===== config.mk =====
export PLATFORM = sky130hd
export DESIGN_NAME = seq_pattern_detector
export DESIGN_NICKNAME = d
export VERILOG_FILES = /design/src/rtl/seq_det_pkg.sv /design/src/rtl/sat_counter.sv /design/src/rtl/seq_pattern_detector.sv
export SDC_FILE = /design/constraint.sdc
export NUM_CORES = 1
export LEC_CHECK = 0
export CAP_MARGIN = 0
export CORE_ASPECT_RATIO = 1.2
export CORE_MARGIN = 4
export CORE_UTILIZATION = 53
export DETAILED_ROUTE_END_ITERATION = 10
export PLACE_DENSITY = 0.83
export SYNTH_ARGS = -nofsm -noshare
export SYNTH_HDL_FRONTEND = slang
export SYNTH_HIERARCHICAL = 1
export SYNTH_SLANG_ARGS = --single-unit

===== constraint.sdc =====
create_clock -name clk -period 4.4 [get_ports clk]
set_clock_uncertainty 0.05 [all_clocks]
set_input_delay 1.32 -clock clk [delete_from_list [all_inputs] [get_ports clk]]
set_output_delay 1.32 -clock clk [all_outputs]
set_load 0.005 [all_outputs]

===== src/rtl/seq_det_pkg.sv =====
// Shared constants and helpers for the serial pattern detector.
package seq_det_pkg;

    // Overlap mode selectors for the detector's OVERLAP parameter
    localparam bit OVL_ON  = 1'b1;
    localparam bit OVL_OFF = 1'b0;

    // Default pattern geometry: four bits, first-received bit in the MSB
    localparam int                   PAT_W_DEF   = 4;
    localparam logic [PAT_W_DEF-1:0] PATTERN_DEF = 4'b1011;

    // Increment that sticks at max_value instead of wrapping
    function automatic logic [31:0] sat_inc(input logic [31:0] value,
                                            input logic [31:0] max_value);
        return (value >= max_value) ? value : value + 32'd1;
    endfunction

endpackage


===== src/rtl/sat_counter.sv =====
// Saturating up-counter with synchronous clear; stops at all-ones.
module sat_counter
    import seq_det_pkg::*;
#(
    parameter int CNT_W = 8
) (
    input  logic             clk,
    input  logic             reset_n,
    input  logic             clr,
    input  logic             inc,
    output logic [CNT_W-1:0] cnt
);

    localparam logic [31:0] MAX_CNT = 32'({CNT_W{1'b1}});

    // Clear wins over increment; increment saturates at the all-ones value
    always_ff @(posedge clk or negedge reset_n) begin
        if (!reset_n) begin
            cnt <= '0;
        end else if (clr) begin
            cnt <= '0;
        end else if (inc) begin
            cnt <= CNT_W'(sat_inc(32'(cnt), MAX_CNT));
        end
    end

endmodule


===== src/rtl/seq_pattern_detector.sv =====
// Moore serial bit-pattern detector with a loadable pattern, optional
// overlap, an input qualifier and a saturating match counter.
module seq_pattern_detector
    import seq_det_pkg::*;
#(
    parameter int               PAT_W   = PAT_W_DEF,
    parameter logic [PAT_W-1:0] PATTERN = PATTERN_DEF,
    parameter bit               OVERLAP = OVL_ON,
    parameter int               CNT_W   = 8
) (
    input  logic             clk,
    input  logic             reset_n,
    input  logic             en,
    input  logic             x_in,
    input  logic             clear,
    input  logic             pat_load,
    input  logic [PAT_W-1:0] pat_in,
    output logic             out,
    output logic [CNT_W-1:0] match_count,
    output logic [PAT_W-1:0] pattern
);

    localparam int              FILL_W   = $clog2(PAT_W + 1);
    localparam logic [FILL_W-1:0] FILL_FULL = FILL_W'(PAT_W);

    logic [PAT_W-1:0]  history;
    logic [FILL_W-1:0] fill;

    logic [PAT_W-1:0]  history_shift;
    logic [FILL_W-1:0] fill_shift;
    logic              hit;
    logic              count_inc;

    logic [PAT_W-1:0]  history_next;
    logic [FILL_W-1:0] fill_next;
    logic              out_next;
    logic [PAT_W-1:0]  pattern_next;

    // Candidate state after absorbing x_in; a hit needs a completely filled history
    always_comb begin
        history_shift = {history[PAT_W-2:0], x_in};
        fill_shift    = (fill == FILL_FULL) ? fill : fill + 1'b1;
        hit           = (fill_shift == FILL_FULL) && (history_shift == pattern);
    end

    // Next-state selection with priority clear > pat_load > en
    always_comb begin
        history_next = history;
        fill_next    = fill;
        out_next     = 1'b0;
        pattern_next = pattern;
        count_inc    = 1'b0;
        if (clear) begin
            history_next = '0;
            fill_next    = '0;
        end else if (pat_load) begin
            pattern_next = pat_in;
            history_next = '0;
            fill_next    = '0;
        end else if (en) begin
            out_next  = hit;
            count_inc = hit;
            if (hit && (OVERLAP == OVL_OFF)) begin
                history_next = '0;
                fill_next    = '0;
            end else begin
                history_next = history_shift;
                fill_next    = fill_shift;
            end
        end
    end

    // State and registered match pulse
    always_ff @(posedge clk or negedge reset_n) begin
        if (!reset_n) begin
            history <= '0;
            fill    <= '0;
            out     <= 1'b0;
            pattern <= PATTERN;
        end else begin
            history <= history_next;
            fill    <= fill_next;
            out     <= out_next;
            pattern <= pattern_next;
        end
    end

    sat_counter #(
        .CNT_W(CNT_W)
    ) u_match_cnt (
        .clk    (clk),
        .reset_n(reset_n),
        .clr    (clear),
        .inc    (count_inc),
        .cnt    (match_count)
    );

endmodule

==> run_results.csv <==
group,metric,value,unit
run_status,status,"finished clean",
routing,drt-pass1-iter-count,4,
clock_network,postCtsSetupBuffers,0,
power_and_ir_drop,comb_power_share,0.156,
grt,grt_overflow_total,0,
synthesis,synth_async_sr_flop_share,1.00,
critical_path,crit_chain,"clkdlybuf4s50_1 -> nor4b_4 -> o2111ai_1 -> nor3_2 -> nand3_2 -> a211oi_1 -> mux2_2",
floorplan,die_w,48.7,µm
critical_path,cp_num_cells,7,
finish,final_cell_mix,"22 x clkdlybuf4s50_1, 16 x dfrtp_1, 7 x nor2_1",
finish,drive_gt1_frac,0.185,
floorplan,ios,23,
place,dp_cells,134,
timing,hold_viol_final,0,
critical_path,rr_worst_depth,8,
routing,drc,0,
grt,grt_pass1_vias,835,
finish,syn_to_final_growth,24.4,%
synthesis,synth_edf_count,0,
critical_path,crit_start,"en",
power_and_ir_drop,irDropWorstVdd,0.164,mV
clock_network,numCtsBuffers,3,
routing,viasPerCell,5.79,
synthesis,netlist_area,1060,µm²
critical_path,critical_path_buf_inv_count,1,
synthesis,yosys-top-cells-area,"dfrtp_1 38%, dfstp_2 7.5%, mux2_2 6.4%, xnor2_1 5.0%, mux2i_1 4.7%",
floorplan,rows,17,
critical_path,crit_type,"in -> reg",
critical_path,cp-endpoint,"u_match_cnt/cnt[5]",
synthesis,ys_ff_latch,19,
place,gp_congestion,0.823,
timing,slew_violations,0,
synthesis,synthCells,95,
floorplan,die_height,56.9,µm
grt,grt_pass1_wl,3880,µm
finish,fin_nets,133,
clock_network,cts_root_buffer,"clkbuf_4",
critical_path,cpMaxStageDelayCell,"clkdlybuf4s50_1",
clock_network,cts.clk_slew.worst_paths,0.10,ns
routing,first_iter_violations,13,
clock_network,htree_levels,1,
synthesis,synth.top_cell.area_share,0.379,
critical_path,cp.required,4.53,ns
timing,finalSetupTns,0,ns
grt,antenna_found_initial,0,
synthesis,synth_ff_type,"dfrtp_1",
power_and_ir_drop,finalPower,0.000327,W
clock_network,cts_buffer_depth,2,
timing,setup_viol,0,
finish,layout_commonest_cell,"clkdlybuf4s50_1",
finish,final_cells,138,
finish,fin_util,0.702,
critical_path,cp_max_fo,9,
routing,ant_nets,0,
critical_path,r2r-end,"u_match_cnt/cnt[5]",
critical_path,critPathArrivalTime,3.71,ns
routing,vias,799,
job,drv_cap,0,
power_and_ir_drop,p_switching,0.0000766,W
synthesis,avgSynthCellArea,11.1,µm²
critical_path,crit_path_end_kind,"flop",
place,portBuffers,22,
clock_network,cts_tree,"built",
clock_network,clock_latency,0.29,ns
timing,setup_slack,0.816,ns
finish,diodes,0,
timing,worst_slew_pin_slew,0.851,ns
power_and_ir_drop,clock_power_share,0.262,
synthesis,yosysTopAreaCell,"dfrtp_1",
finish,fillers,148,
critical_path,critPathTopFamily,"simple AND/OR/NAND/NOR gates",
timing,rsz0062_at_grt,"no",
timing,relSlewSlack,0.431,
power_and_ir_drop,p_leak,0.543,nW
clock_network,cts_sinks,19,
place,hpwlAfterDp,1680,µm
clock_network,hold_buffers,0,
timing,fmax,0.279,GHz
floorplan,dieArea,2770,µm²
worst_hold_path,hold_path.class,"reg -> reg",
routing,wl_per_cell,15.9,µm
synthesis,seq_area_frac_synth,0.454,
synthesis,syn_nets,108,
place,dp_slack,0.519,ns
power_and_ir_drop,seq_power_share,0.582,
timing,min_period,3.58,ns
critical_path,ff2ff_setup_slack,1.74,ns
grt,grt_max_degree,20,
floorplan,coreArea,1870,µm²
critical_path,cpPeakStageDelay,0.67,ns
finish,seq_area,479,µm²
power_and_ir_drop,p_sw_frac,0.234,
synthesis,yosys_warnings,6,
critical_path,r2r-start,"fill[0]",
grt,grtUsageTotal,0.173,
floorplan,start_util,0.564,
power_and_ir_drop,p_per_area,249,nW/µm²
finish,multiInputGateArea,542,µm²
synthesis,synth.distinct_cells,37,
timing,fin_crit_sh,0.815,
power_and_ir_drop,p_int,0.000251,W
clock_network,cts_resized,0,
routing,wl,2190,µm
critical_path,cp-start-kind,"input pin",
-- worst min path at each step --
stage,from,to,cells after the start
after floorplan,history[2],history[2],2
after global placement,history[2],history[2],2
after detailed placement,fill[1],fill[1],2
after CTS,fill[1],fill[1],2
after global routing,pattern[2],pattern[2],1
final,fill[1],fill[1],2
-- worst register-to-register path: cells and delay by family (launching register included) --
family                     cells  cell delay [ns]
and+or+nand+nor                3             0.86
AOI/OAI and AO/OA              2             0.45
DFF                            1             0.40
muxes                          1             0.36
adders and majority gates      1             0.34
buffers and inverters          1             0.09
-- layout make-up --
cell class / instances / area share
Multi-Input combinational cell: 69 / 0.412
Tap cell: 19 / 0.0181
Timing Repair Buffer: 23 / 0.173
Sequential cell: 19 / 0.365
Clock buffer: 4 / 0.0200
Inverter: 4 / 0.0114
-- cells by family after synthesis --
kind of cell | count (synthesis) | synth area share
simple gates | 37 | 0.235
flops | 19 | 0.454
compound gates | 12 | 0.0818
mux | 11 | 0.111
buf+inv | 7 | 0.0332
xor+xnor | 6 | 0.0498
fa+ha+maj | 3 | 0.0355
-- per-layer routing --
layer	wire length (µm)	GRT usage	vias to the layer above
li1	-	-	389
met1	959	0.221	395
met2	1150	0.295	13
met3	65	0.0345	2
met4	17	0.0462	0
met5	0	0	-
-- Yosys cell counts (all sizes together), types with 2 or more instances --
master and n:
nor3 7, mux2 6, nor2 7, nand3 4, buf 2, a21oi 3
a21boi 2, mux2i 5, dfstp 3, nand2 3, nor2b 3, ha 3
xnor2 6, and4 2, dfrtp 16, a211oi 3, nand2b 2, inv 4
-- power by group through the flow --
stage / logic, W / clock network, W / registers [W]
after floorplan: 0.0000245 / 0 / 0.000193
after detailed placement: 0.0000521 / 0 / 0.000194
after CTS: 0.0000523 / 0.0000884 / 0.000191
final: 0.0000511 / 0.0000857 / 0.000190
after global routing: 0.0000556 / 0.0000981 / 0.000192
after global placement: 0.0000503 / 0 / 0.000194
-- metrics by stage --
| stage | hold slack [ns] | instance area [µm²] |
|---|---|---|
| global route | 0.579 | 1310 |
| global placement | 0.485 | 1290 |
| finish | 0.529 | 1310 |
| detailed placement | 0.515 | 1290 |
| floorplan | 0.457 | 1060 |
| CTS | 0.539 | 1310 |
-- registers in the layout (all words and copies together) (netlist names) --
name	count
fill	3
out	1
pattern	4
u_match_cnt/cnt	8
history	3
(Power assumes the default switching activity.)
